### config.mk
export PLATFORM = sky130hd
export DESIGN_NAME = rtc_master
export DESIGN_NICKNAME = d
export VERILOG_FILES = /design/src/rtl/rtc_master.sv
export SDC_FILE = /design/constraint.sdc
export NUM_CORES = 1
export LEC_CHECK = 0
export ABC_AREA = 1
export CORE_AREA = 3 3 81 83
export CTS_CLUSTER_SIZE = 12
export DETAILED_ROUTE_END_ITERATION = 8
export DIE_AREA = 0 0 84 86
export PLACE_DENSITY = 0.71
export RECOVER_POWER = 100
export SLEW_MARGIN = 10
export SYNTH_ARGS = -nofsm -noshare
export SYNTH_HDL_FRONTEND = slang
export SYNTH_SLANG_ARGS = --single-unit
### constraint.sdc
create_clock -name clk -period 1.99 [get_ports clk]
set_clock_uncertainty 0.2 [all_clocks]
set_input_delay 0.398 -clock clk [delete_from_list [all_inputs] [get_ports clk]]
set_output_delay 0.398 -clock clk [all_outputs]
set_load 0.03 [all_outputs]
### src/rtl/rtc_master.sv
// Host-side initiator for the 3-wire PRAM/RTC link: drives chip select and the
// serial clock, shifts a command (and write byte) out MSB first, reads 8 bits back.
module rtc_master #(
   parameter int CLK_DIV = 16
) (
   input  logic       clk,
   input  logic       reset,
   input  logic       start,
   input  logic [7:0] cmd,
   input  logic [7:0] wdata,
   output logic       busy,
   output logic       done,
   output logic [7:0] rdata,
   output logic       rtc_cs_n,
   output logic       rtc_ck,
   output logic       rtc_dat_o,
   output logic       rtc_dat_oe,
   input  logic       rtc_dat_i,
   output logic [3:0] dbg_state
);

   typedef enum logic [3:0] {
      ST_IDLE, ST_SETUP, ST_CMD_LO, ST_CMD_HI, ST_WR_LO, ST_WR_HI,
      ST_RD_LO, ST_RD_HI, ST_HOLD, ST_END, ST_FIN
   } state_t;

   localparam logic [7:0] LAST = 8'(CLK_DIV - 1);

   state_t     state;
   logic [7:0] cnt;
   logic [2:0] bit_n;
   logic       rd_q;
   logic [7:0] tx_sr;
   logic [7:0] wdata_q;
   logic [7:0] rx_sr;
   logic       phase_end;

   assign phase_end = (cnt == LAST);
   assign dbg_state = 4'(state);

   // Handshake: start is a one-cycle request taken only while busy=0 (the done
   // cycle included); requests seen while busy=1 are dropped, never queued.
   always_ff @(posedge clk or posedge reset) begin
      if (reset) begin
         state      <= ST_IDLE;
         cnt        <= 8'd0;
         bit_n      <= 3'd0;
         rd_q       <= 1'b0;
         tx_sr      <= 8'd0;
         wdata_q    <= 8'd0;
         rx_sr      <= 8'd0;
         busy       <= 1'b0;
         done       <= 1'b0;
         rdata      <= 8'd0;
         rtc_cs_n   <= 1'b1;
         rtc_ck     <= 1'b1;
         rtc_dat_o  <= 1'b1;
         rtc_dat_oe <= 1'b0;
      end else begin
         done <= 1'b0;
         cnt  <= (phase_end || state == ST_IDLE || state == ST_FIN) ? 8'd0 : cnt + 8'd1;
         case (state)
            ST_IDLE: begin
               if (start) begin
                  rd_q     <= cmd[7];
                  tx_sr    <= cmd;
                  wdata_q  <= wdata;
                  bit_n    <= 3'd0;
                  busy     <= 1'b1;
                  rtc_cs_n <= 1'b0;
                  state    <= ST_SETUP;
               end
            end
            ST_SETUP: begin
               if (phase_end) begin
                  rtc_ck     <= 1'b0;
                  rtc_dat_oe <= 1'b1;
                  rtc_dat_o  <= tx_sr[7];
                  tx_sr      <= {tx_sr[6:0], 1'b0};
                  state      <= ST_CMD_LO;
               end
            end
            ST_CMD_LO: begin
               if (phase_end) begin
                  rtc_ck <= 1'b1;
                  state  <= ST_CMD_HI;
               end
            end
            ST_CMD_HI: begin
               if (phase_end) begin
                  rtc_ck <= 1'b0;
                  if (bit_n != 3'd7) begin
                     bit_n     <= bit_n + 3'd1;
                     rtc_dat_o <= tx_sr[7];
                     tx_sr     <= {tx_sr[6:0], 1'b0};
                     state     <= ST_CMD_LO;
                  end else if (!rd_q) begin
                     bit_n     <= 3'd0;
                     rtc_dat_o <= wdata_q[7];
                     tx_sr     <= {wdata_q[6:0], 1'b0};
                     state     <= ST_WR_LO;
                  end else begin
                     // Line is released on the same edge the clock falls.
                     bit_n      <= 3'd0;
                     rtc_dat_oe <= 1'b0;
                     state      <= ST_RD_LO;
                  end
               end
            end
            ST_WR_LO: begin
               if (phase_end) begin
                  rtc_ck <= 1'b1;
                  state  <= ST_WR_HI;
               end
            end
            ST_WR_HI: begin
               if (phase_end) begin
                  if (bit_n != 3'd7) begin
                     bit_n     <= bit_n + 3'd1;
                     rtc_ck    <= 1'b0;
                     rtc_dat_o <= tx_sr[7];
                     tx_sr     <= {tx_sr[6:0], 1'b0};
                     state     <= ST_WR_LO;
                  end else begin
                     rtc_dat_oe <= 1'b0;
                     state      <= ST_HOLD;
                  end
               end
            end
            ST_RD_LO: begin
               // Sample late in the low phase, after the responder has updated.
               if (phase_end) begin
                  rx_sr  <= {rx_sr[6:0], rtc_dat_i};
                  rtc_ck <= 1'b1;
                  state  <= ST_RD_HI;
               end
            end
            ST_RD_HI: begin
               if (phase_end) begin
                  if (bit_n != 3'd7) begin
                     bit_n  <= bit_n + 3'd1;
                     rtc_ck <= 1'b0;
                     state  <= ST_RD_LO;
                  end else begin
                     state <= ST_HOLD;
                  end
               end
            end
            ST_HOLD: begin
               if (phase_end) begin
                  if (rd_q) rdata <= rx_sr;
                  rtc_cs_n  <= 1'b1;
                  rtc_dat_o <= 1'b1;
                  state     <= ST_END;
               end
            end
            ST_END: begin
               if (phase_end) state <= ST_FIN;
            end
            ST_FIN: begin
               busy  <= 1'b0;
               done  <= 1'b1;
               state <= ST_IDLE;
            end
            default: state <= ST_IDLE;
         endcase
      end
   end

endmodule

* After elaboration in Yosys (flattened, before gate mapping)
Cells that the tools add are included.
Storage, ports and cells: flip-flop bits (word level) 54, word-level logic and storage cells 124
Operators by class: equal/unequal tests 31, mux-type cells 53, add/sub/neg operators 2, reduce and logical (&&, ||, !) cells 24
Operators with widths (number):
- $mux 8 | 8
- $mux 4 | 12
- $pmux 4 s10 | 1
- $pmux 8 s4 | 1
- $ne 2x2->1 const B | 14
- $reduce_and 7->1 | 3
- $mux 1 | 18
- $mux 3 | 6
- $eq 4x3->1 const B | 4
- $eq 4x4->1 const B | 3
- $reduce_and 10->1 | 1
- $reduce_and 5->1 | 2
- $pmux 3 s3 | 1
- $reduce_bool 3->1 | 3
- $add 8x1->8 const B | 1
- $eq 4x2->1 const B | 2
- $eq 8x4->1 const B | 1
- $ne 2x1->1 const B | 4
- $reduce_bool 4->1 | 2
- $ne 3x3->1 const B | 2
- $pmux 1 s3 | 2
- $reduce_and 2->1 | 3
- $reduce_and 3->1 | 2
- $eq 4x1->1 const B | 1
- other kinds (9) | 13

* Logic depth before layout (Yosys ltp)
Gate-level depths: netlist of run 1.
word-level depth 4, depth in mapped cells 11

* Worst setup path before layout of run 1
OpenSTA, ideal clock, no wires.
path type register to register, start point register state[0] (netlist: dbg_state[0]), end point register tx_sr[0], setup time 117 ps, slack 243 ps, buffers on the path 1, required time 1673 ps, data arrival time 1431 ps, stages on the path, launching flop included 10, period minus slack after synthesis 1747 ps, cells stage by stage dfrtp_1 -> buf_4 -> nor2_2 -> nand2_1 -> nand3_1 -> nand2_1 -> clkinv_2 -> nand3_4 -> nand2_1 -> nand2_1
On the way: longest elaborated chain between the ends 3, elaborated cells between the ends (all ways) 13
Ends and longest elaborated chain:
- from (decl) | RTL line 29 | state_t state;
- from (signal assigned) | RTL line 45 | state <= ST_IDLE;
- from (signal assigned) | RTL line 71 | state <= ST_SETUP;
- from (signal assigned) | RTL line 80 | state <= ST_CMD_LO;
- $eq 4x2->1, or another cell as far along | RTL line 62 | case (state)
- $ne 3x3->1 (no line), or another cell as far along
- $reduce_and 7->1 (no line)
- to (signal assigned) | RTL line 66 | tx_sr <= cmd;
- to (signal assigned) | RTL line 79 | tx_sr <= {tx_sr[6:0], 1'b0};
- to (signal assigned) | RTL line 95 | tx_sr <= {tx_sr[6:0], 1'b0};
- to (decl) | RTL line 33 | logic [7:0] tx_sr;
Parallel ways exist; a longest one is shown, timed or not. A chain may end at the register's enable or synchronous reset.

* Worst setup path in the final report of run 1
start point register rdata[4], end point output port rdata[4]
RTL lines:
- from (decl) | RTL line 13 | output logic [7:0] rdata,
- from (signal assigned) | RTL line 151 | if (rd_q) rdata <= rx_sr;
No word-level cell between the ends.

==> impl_results.html, run 1 <==
<table>
<tr><th>Metric</th><th>Value</th></tr>
<tr><th colspan="2">Routing</th></tr>
<tr><td>Average via count per standard cell</td><td>5.04</td></tr>
<tr><td>Remaining antenna violation count after routing</td><td>0</td></tr>
<tr><td>WL final</td><td>6450 um</td></tr>
<tr><td>Drc violations</td><td>0</td></tr>
<tr><td>Length of the first detailed-routing pass in iterations</td><td>4</td></tr>
<tr><td>Post-DR wirelength/cell</td><td>12.9 um</td></tr>
<tr><td>Via count</td><td>2521</td></tr>
<tr><td>Drt first-iter violations</td><td>152</td></tr>
<tr><th colspan="2">Global routing</th></tr>
<tr><td>Pin count of the biggest net entering global routing</td><td>27</td></tr>
<tr><td>Number of global-route vias before repair</td><td>2392</td></tr>
<tr><td>GR Util All Layers</td><td>0.191</td></tr>
<tr><td>Global-route wire length before repair</td><td>11000 um</td></tr>
<tr><td>Antenna violations before repair</td><td>0</td></tr>
<tr><td>Total global routing overflow</td><td>0</td></tr>
<tr><th colspan="2">Critical path</th></tr>
<tr><td>List of cells traversed by the critical path</td><td>clkdlybuf4s50_1</td></tr>
<tr><td>Cell class contributing the biggest share of worst-path delay</td><td>buffers and inverters</td></tr>
<tr><td>Highest cell delay on the worst timing path</td><td>0.67 ns</td></tr>
<tr><td>CP arrival</td><td>1.35 ns</td></tr>
<tr><td>Flop2flop setup slack</td><td>0.16 ns</td></tr>
<tr><td>Worst path buffer plus inverter count</td><td>1</td></tr>
<tr><td>Worst setup path category</td><td>flop to output pin</td></tr>
<tr><td>Crit end category</td><td>output pin</td></tr>
<tr><td>Critical path launch point type</td><td>flop</td></tr>
<tr><td>CP Max Fanout</td><td>2</td></tr>
<tr><td>CP Data Required Time</td><td>1.39 ns</td></tr>
<tr><td>Worst-path cell with the longest stage delay</td><td>sky130_fd_sc_hd__clkdlybuf4s50_1</td></tr>
<tr><th colspan="2">Yosys</th></tr>
<tr><td>Simple-gate share of the synthesized area</td><td>0.372</td></tr>
<tr><td>Adder and majority cell fraction of the synthesized area</td><td>0.0173</td></tr>
<tr><td>Net count after synthesis</td><td>404</td></tr>
<tr><td>Distinct cell type count after synthesis</td><td>30</td></tr>
<tr><td>Warnings, synthesis</td><td>0</td></tr>
<tr><td>Post-synthesis average cell area</td><td>7.62 um^2</td></tr>
<tr><td>Post-synthesis instance area</td><td>2890 um^2</td></tr>
<tr><td>#FFs+latches synth</td><td>54</td></tr>
<tr><td>Share of async-settable or async-resettable flops after synthesis</td><td>1.00</td></tr>
<tr><td>Synthesized instance count</td><td>380</td></tr>
<tr><td>Synthesized-area fraction occupied by ao, oa, aoi and oai cells</td><td>0.0713</td></tr>
<tr><td>Commonest register cell after synthesis</td><td>sky130_fd_sc_hd__dfrtp_1</td></tr>
<tr><td>Number of enable-type register cells in the synthesized netlist</td><td>0</td></tr>
<tr><td>Portion of the post-synthesis area used by sequential elements</td><td>0.468</td></tr>
<tr><td>Post-synthesis mux area share</td><td>0</td></tr>
<tr><td>Xor/xnor cell area share of the yosys netlist</td><td>0.00605</td></tr>
<tr><td>Largest family of logic cells by synthesized area</td><td>simple AND/OR/NAND/NOR gates</td></tr>
<tr><th colspan="2">Timing</th></tr>
<tr><td>Shortest period the worst path allows</td><td>1.95 ns</td></tr>
<tr><td>Setup violation total in the final timing report</td><td>0</td></tr>
<tr><td>Number of max-slew violations in the final report</td><td>0</td></tr>
<tr><td>Tightest slew margin relative to the limit</td><td>0.620</td></tr>
<tr><td>Measured slew at the worst slew-check pin</td><td>0.570 ns</td></tr>
<tr><td>Post-route fraction of the period consumed by the critical path</td><td>0.979</td></tr>
<tr><td>Final Hold Fails</td><td>0</td></tr>
<tr><td>Max frequency</td><td>513 MHz</td></tr>
<tr><th colspan="2">Floorplanning</th></tr>
<tr><td>Number of ports placed on the die boundary</td><td>38</td></tr>
<tr><td>DIE AREA</td><td>7220 um^2</td></tr>
<tr><td>Row cnt</td><td>28</td></tr>
<tr><td>Vertical extent of the die</td><td>86 um</td></tr>
<tr><td>Die W</td><td>84 um</td></tr>
<tr><td>Initial Utilization</td><td>0.489</td></tr>
<tr><td>Area of the placeable core</td><td>5920 um^2</td></tr>
<tr><th colspan="2">Clock network</th></tr>
<tr><td>Number of hold buffers added after CTS</td><td>0</td></tr>
<tr><td>Number of buffers created by CTS</td><td>5</td></tr>
<tr><td>Clock tree from TritonCTS</td><td>built</td></tr>
<tr><td>Clock transition time at the flip-flop clock pins of the worst setup and hold paths</td><td>0.10 ns</td></tr>
<tr><td>CTS root buffer</td><td>sky130_fd_sc_hd__clkbuf_8</td></tr>
<tr><td>Number of levels the H-tree was split into</td><td>2</td></tr>
<tr><td>Largest buffer count on any clock path</td><td>2</td></tr>
<tr><td>Number of clock sinks</td><td>54</td></tr>
<tr><td>Clock latency on the worst-skew pair</td><td>0.31 ns</td></tr>
<tr><th colspan="2">Worst hold path</th></tr>
<tr><td>Worst hold path class</td><td>flop to flop</td></tr>
<tr><th colspan="2">Place</th></tr>
<tr><td>Last weighted congestion value of the routability-driven placer</td><td>0.900</td></tr>
<tr><td>HPWL after detailed placement</td><td>4820 um</td></tr>
<tr><td>Number of buffer cells added on primary ports</td><td>37</td></tr>
<tr><td>Placed standard-cell area</td><td>3370 um^2</td></tr>
<tr><th colspan="2">Cells and area</th></tr>
<tr><td>Final nets</td><td>448</td></tr>
<tr><td>Antenna cell count</td><td>0</td></tr>
<tr><td>Utilization of the core after routing</td><td>0.578</td></tr>
<tr><td>Most used cells in the layout excluding fill and tap cells</td><td>sky130_fd_sc_hd__nand2_1, sky130_fd_sc_hd__dfrtp_1, sky130_fd_sc_hd__nand3_1</td></tr>
<tr><td>Share of cells above drive strength 1</td><td>0.111</td></tr>
<tr><td>Non-Filler Cell Area, Final</td><td>3420 um^2</td></tr>
<tr><td>Fillers</td><td>560</td></tr>
<tr><td>Most common cell after layout, fill and taps aside</td><td>sky130_fd_sc_hd__nand2_1</td></tr>
<tr><td>Layout overhead on the synthesized area</td><td>18.3%</td></tr>
<tr><th colspan="2">Outcome</th></tr>
<tr><td>Result of the run</td><td>finished clean</td></tr>
<tr><th colspan="2">Power and ir drop</th></tr>
<tr><td>Max VDD drop</td><td>0.569 mV</td></tr>
<tr><td>Total power density per cell area</td><td>1160 nW/um^2</td></tr>
<tr><td>Leakage power</td><td>1.74 nW</td></tr>
<tr><th colspan="2">Job</th></tr>
<tr><td>Number of maximum-capacitance constraint violations</td><td>0</td></tr>
</table>
==> state kept, by name, indices dropped and copies added (netlist names), 3 cells and up <==
signal     count
bit_n          3
dbg_state      4
rx_sr          8
rdata          8
tx_sr          8
cnt            8
wdata_q        8
==> metal layers <==
metal / vias up / wire length, um / global-route usage
li1: 1293 / - / -
met3: 8 / 377 / 0.0394
met2: 75 / 2960 / 0.304
met5: - / 0 / 0
met4: 0 / 97 / 0.0614
met1: 1145 / 3010 / 0.263
==> cells by family after synthesis <==
family | after synthesis
AND/OR/NAND/NOR | 245
flip-flops | 54
buffers and inverters | 42
AO/OA/AOI/OAI | 33
adder cells (fa/ha/maj) | 4
XOR/XNOR | 2
==> cells in the mapped netlist, drive strengths merged, types with 2 or more instances <==
cell   count  area [um^2]
nand4      7         43.8
o21ai     25          159
a21oi      5         25.0
inv       33          124
dfstp      3         78.8
buf        7         56.3
nor2      31          144
nand2    160          611
dfrtp     51         1280
nor3b      4         30.0
ha         4         50.1
xor2       2         17.5
nand3     41          235
==> report_power, final <==
group	internal, W	leakage [nW]	total (W)	switching [W]
Clock	0.000378	0.0585	0.000748	0.000370
Sequential	0.00136	0.698	0.00159	0.000230
Combinational	0.000567	0.984	0.00163	0.00106
Total	0.00231	1.74	0.00397	0.00166
==> worst paths after layout <==
path / start / end / depth (start not counted)
max in group asynchronous: reset / rdata[2]$_DFFE_PP0P_ / 3
setup reg to reg: bit_n[0]$_DFFE_PP0P_ / tx_sr[4]$_DFFE_PP0P_ / 9
hold / removal: cnt[0]$_DFF_PP0_ / cnt[0]$_DFF_PP0_ / 1
setup / recovery: rdata[4]$_DFFE_PP0P_ / rdata[4] / 1
hold reg to reg: cnt[0]$_DFF_PP0_ / cnt[0]$_DFF_PP0_ / 1
min in group asynchronous: reset / cnt[1]$_DFF_PP0_ / 2
==> metrics by stage <==
stage / cells / worst slack [ns] / hold slack [ns] / power, W / TNS, ns
after global placement: 492 / 0.110 / 0.247 / 0.00323 / 0
after floorplan: 380 / 0.0824 / 0.233 / 0.00278 / 0
final: 500 / 0.0415 / 0.263 / 0.00397 / 0
after detailed placement: 492 / 0.0202 / 0.254 / 0.00326 / 0
after CTS: 500 / 0.00524 / 0.152 / 0.00399 / 0
after global routing: 500 / -0.00615 / 0.278 / 0.00429 / -0.00615
==> layout make-up <==
class                           count  area (um^2)  area share
Clock buffer                        5         68.8      0.0201
Clock inverter                      3         43.8      0.0128
Inverter                           34          129      0.0376
Multi-Input combinational cell    284         1350       0.394
Sequential cell                    54         1360       0.397
Tap cell                           75         93.8      0.0274
Timing Repair Buffer               45          382       0.111
==> repair_timing <==
item,in CTS,in global routing
pin swaps,0,1
gates resized for setup,7,16
setup buffers,0,0
cloned,0,0
setup endpoints to repair,7,28
Note: power is estimated with default switching activity, not from simulation.
==> run 2: changes to the inputs <==
==> constraint.sdc (replaced) <==
create_clock -name clk -period 1.99 [get_ports clk]
set_clock_uncertainty 0.2 [all_clocks]
set_input_delay 0.398 -clock clk [delete_from_list [all_inputs] [get_ports clk]]
set_output_delay 0.398 -clock clk [all_outputs]
set_load 0.05 [all_outputs]
==> run 2 against run 1 <==
Non-clock buffer count unchanged. Cell area shrank 0.26%. Worst hold slack improved by 0.012 ns. Via count is 0.79% lower. Combinational power increased by 9%. First-iteration DRC count up 27%. Clock power fell by 11%. Routed wire length fell by 2.2%. Critical path type is now flop to flop. Highest routed layer unchanged.
==> impl_results.html, run 2 (synthesis results as in run 1) <==
<table>
<tr><th>Metric</th><th>Value</th></tr>
<tr><th colspan="2">Critical path</th></tr>
<tr><td>CP Data Required Time</td><td>2.04 ns</td></tr>
<tr><td>Worst setup path category</td><td>flop to flop</td></tr>
<tr><td>Endpoint of the lowest-slack register-to-register path</td><td>tx_sr[6]$_DFFE_PP0P_</td></tr>
<tr><td>WP depth</td><td>8</td></tr>
<tr><td>Crit Reg-Reg Startpoint</td><td>bit_n[0]$_DFFE_PP0P_</td></tr>
<tr><td>CP Max Fanout</td><td>9</td></tr>
<tr><td>Critical Path End</td><td>tx_sr[6]$_DFFE_PP0P_</td></tr>
<tr><td>CP arrival</td><td>1.91 ns</td></tr>
<tr><td>Worst-path cell with the longest stage delay</td><td>sky130_fd_sc_hd__dfrtp_1</td></tr>
<tr><td>List of cells traversed by the critical path</td><td>ha_1 -&gt; ha_1 -&gt; nand2_1 -&gt; nand3b_1 -&gt; nand2_1 -&gt; nor2_4 -&gt; nand3_1 -&gt; nand2_1</td></tr>
<tr><td>CP startpoint</td><td>bit_n[0]$_DFFE_PP0P_</td></tr>
<tr><td>Critical path launch point type</td><td>flop</td></tr>
<tr><td>Crit end category</td><td>flop</td></tr>
<tr><td>Worst path buffer plus inverter count</td><td>0</td></tr>
<tr><td>Depth of the worst register-to-register path</td><td>8</td></tr>
<tr><td>Worst path most repeated cell</td><td>sky130_fd_sc_hd__nand2_1</td></tr>
<tr><td>Cell class contributing the biggest share of worst-path delay</td><td>simple AND/OR/NAND/NOR gates</td></tr>
<tr><td>Highest cell delay on the worst timing path</td><td>0.41 ns</td></tr>
<tr><td>Flop2flop setup slack</td><td>0.13 ns</td></tr>
<tr><th colspan="2">Power and ir drop</th></tr>
<tr><td>Max VDD drop</td><td>0.546 mV</td></tr>
<tr><td>Total power density per cell area</td><td>1180 nW/um^2</td></tr>
<tr><td>Leakage power</td><td>1.73 nW</td></tr>
<tr><th colspan="2">Timing</th></tr>
<tr><td>Tightest slew margin relative to the limit</td><td>0.517</td></tr>
<tr><td>Final Hold Fails</td><td>0</td></tr>
<tr><td>Post-route fraction of the period consumed by the critical path</td><td>0.935</td></tr>
<tr><td>Post-route setup TNS</td><td>0 ns</td></tr>
<tr><td>Setup violation total in the final timing report</td><td>0</td></tr>
<tr><td>Measured slew at the worst slew-check pin</td><td>0.724 ns</td></tr>
<tr><td>Max frequency</td><td>538 MHz</td></tr>
<tr><td>Shortest period the worst path allows</td><td>1.86 ns</td></tr>
<tr><td>Number of max-slew violations in the final report</td><td>0</td></tr>
<tr><td>Setup repair after global routing missed its margin</td><td>false</td></tr>
<tr><th colspan="2">Clock network</th></tr>
<tr><td>Number of hold buffers added after CTS</td><td>0</td></tr>
<tr><td>Largest buffer count on any clock path</td><td>2</td></tr>
<tr><td>Clock latency on the worst-skew pair</td><td>0.31 ns</td></tr>
<tr><td>CTS root buffer</td><td>sky130_fd_sc_hd__clkbuf_8</td></tr>
<tr><td>Number of levels the H-tree was split into</td><td>2</td></tr>
<tr><td>Resized cells post-CTS</td><td>0</td></tr>
<tr><td>Number of clock sinks</td><td>54</td></tr>
<tr><td>Number of buffers inserted by post-CTS setup repair</td><td>0</td></tr>
<tr><td>Number of buffers created by CTS</td><td>5</td></tr>
<tr><td>Clock tree from TritonCTS</td><td>built</td></tr>
<tr><td>Clock transition time at the flip-flop clock pins of the worst setup and hold paths</td><td>0.10 ns</td></tr>
<tr><th colspan="2">Routing</th></tr>
<tr><td>Post-DR wirelength/cell</td><td>12.6 um</td></tr>
<tr><td>Average via count per standard cell</td><td>5.00</td></tr>
<tr><td>Drc violations</td><td>0</td></tr>
<tr><td>WL final</td><td>6310 um</td></tr>
<tr><td>Via count</td><td>2501</td></tr>
<tr><td>Remaining antenna violation count after routing</td><td>0</td></tr>
<tr><td>Length of the first detailed-routing pass in iterations</td><td>4</td></tr>
<tr><td>Drt first-iter violations</td><td>193</td></tr>
<tr><th colspan="2">Cells and area</th></tr>
<tr><td>Layout overhead on the synthesized area</td><td>18.0%</td></tr>
<tr><td>Non-Filler Cell Area, Final</td><td>3410 um^2</td></tr>
<tr><td>Antenna cell count</td><td>0</td></tr>
<tr><td>Most used cells in the layout excluding fill and tap cells</td><td>sky130_fd_sc_hd__nand2_1, sky130_fd_sc_hd__dfrtp_1, sky130_fd_sc_hd__nand3_1</td></tr>
<tr><td>Area of combinational cells with multiple inputs</td><td>1340 um^2</td></tr>
<tr><td>Final nets</td><td>448</td></tr>
<tr><td>Register cell area after layout</td><td>1360 um^2</td></tr>
<tr><td>Most common cell after layout, fill and taps aside</td><td>sky130_fd_sc_hd__nand2_1</td></tr>
<tr><td>Share of cells above drive strength 1</td><td>0.108</td></tr>
<tr><td>Fillers</td><td>574</td></tr>
<tr><th colspan="2">Floorplanning</th></tr>
<tr><td>DIE AREA</td><td>7220 um^2</td></tr>
<tr><td>Area of the placeable core</td><td>5920 um^2</td></tr>
<tr><td>Initial Utilization</td><td>0.489</td></tr>
<tr><td>Die W</td><td>84 um</td></tr>
<tr><td>Vertical extent of the die</td><td>86 um</td></tr>
<tr><td>Number of ports placed on the die boundary</td><td>38</td></tr>
<tr><td>Row cnt</td><td>28</td></tr>
<tr><th colspan="2">Job</th></tr>
<tr><td>Number of maximum-capacitance constraint violations</td><td>0</td></tr>
<tr><th colspan="2">Global routing</th></tr>
<tr><td>Total global routing overflow</td><td>0</td></tr>
<tr><td>GR Util All Layers</td><td>0.190</td></tr>
<tr><td>Global-route wire length before repair</td><td>11200 um</td></tr>
<tr><td>Antenna violations before repair</td><td>0</td></tr>
<tr><td>Number of global-route vias before repair</td><td>2395</td></tr>
<tr><td>Pin count of the biggest net entering global routing</td><td>55</td></tr>
<tr><th colspan="2">Outcome</th></tr>
<tr><td>Result of the run</td><td>finished clean</td></tr>
<tr><th colspan="2">Place</th></tr>
<tr><td>HPWL after detailed placement</td><td>4680 um</td></tr>
<tr><td>Number of buffer cells added on primary ports</td><td>37</td></tr>
<tr><td>Last weighted congestion value of the routability-driven placer</td><td>0.909</td></tr>
<tr><td>Placed standard-cell area</td><td>3410 um^2</td></tr>
<tr><th colspan="2">Worst hold path</th></tr>
<tr><td>Worst hold path class</td><td>flop to flop</td></tr>
</table>
## run 2: final cells by class
| cell class | instances | area share |
|---|---|---|
| clock inverters | 2 | 0.00476 |
| clock buffers | 6 | 0.0242 |
| well taps | 75 | 0.0275 |
| repair buffers | 45 | 0.118 |
| flip-flops and latches | 54 | 0.397 |
| multi-input cells | 284 | 0.391 |
| inverters | 34 | 0.0377 |
## run 2: per-stage QoR
stage               hold slack [ns]  instances  total power [W]  setup WS [ns]  utilization
finish                        0.276        500          0.00403          0.130        0.577
global route                  0.300        500          0.00439       0.000332        0.577
CTS                           0.260        500          0.00409         0.0285        0.593
detailed placement            0.259        492          0.00341         0.0386        0.577
global placement              0.251        492          0.00338          0.101        0.577
floorplan                     0.233        380          0.00285         0.0824            -
## run 2: metal layers
| layer | GRT usage | up-vias | share of wire |
|---|---|---|---|
| met3 | 0.0307 | 8 | 0.052 |
| met1 | 0.263 | 1129 | 0.47 |
| met2 | 0.312 | 69 | 0.47 |
| met5 | 0 | - | 0 |
| li1 | - | 1295 | - |
| met4 | 0.0526 | 0 | 0.0090 |
## run 2: worst min-delay path by stage
stage | start | endpoint | slack, ns | depth (start not counted)
floorplan | cnt[0]$_DFF_PP0_ | cnt[0]$_DFF_PP0_ | 0.23 | 1
global placement | cnt[0]$_DFF_PP0_ | cnt[0]$_DFF_PP0_ | 0.25 | 1
detailed placement | tx_sr[7]$_DFFE_PP0P_ | tx_sr[7]$_DFFE_PP0P_ | 0.26 | 2
CTS | reset | cnt[1]$_DFF_PP0_ | 0.26 | 3
global route | tx_sr[7]$_DFFE_PP0P_ | tx_sr[7]$_DFFE_PP0P_ | 0.30 | 2
finish | cnt[0]$_DFF_PP0_ | cnt[0]$_DFF_PP0_ | 0.28 | 1
## run 2: power by group
part	internal, W	switching, W
combinational	0.000640	0.00114
sequential	0.00136	0.000229
clock	0.000287	0.000378
==> run 3: changes to the inputs <==
--- a/config.mk
+++ b/config.mk
@@ -6,6 +6,7 @@
 export NUM_CORES = 1
 export LEC_CHECK = 0
 export ABC_AREA = 1
+export CAP_MARGIN = 20
 export CORE_AREA = 3 3 81 83
 export CTS_CLUSTER_SIZE = 12
 export DETAILED_ROUTE_END_ITERATION = 8
==> results of run 3 <==
Final layout, timing and power as in run 2 (identical DEF).
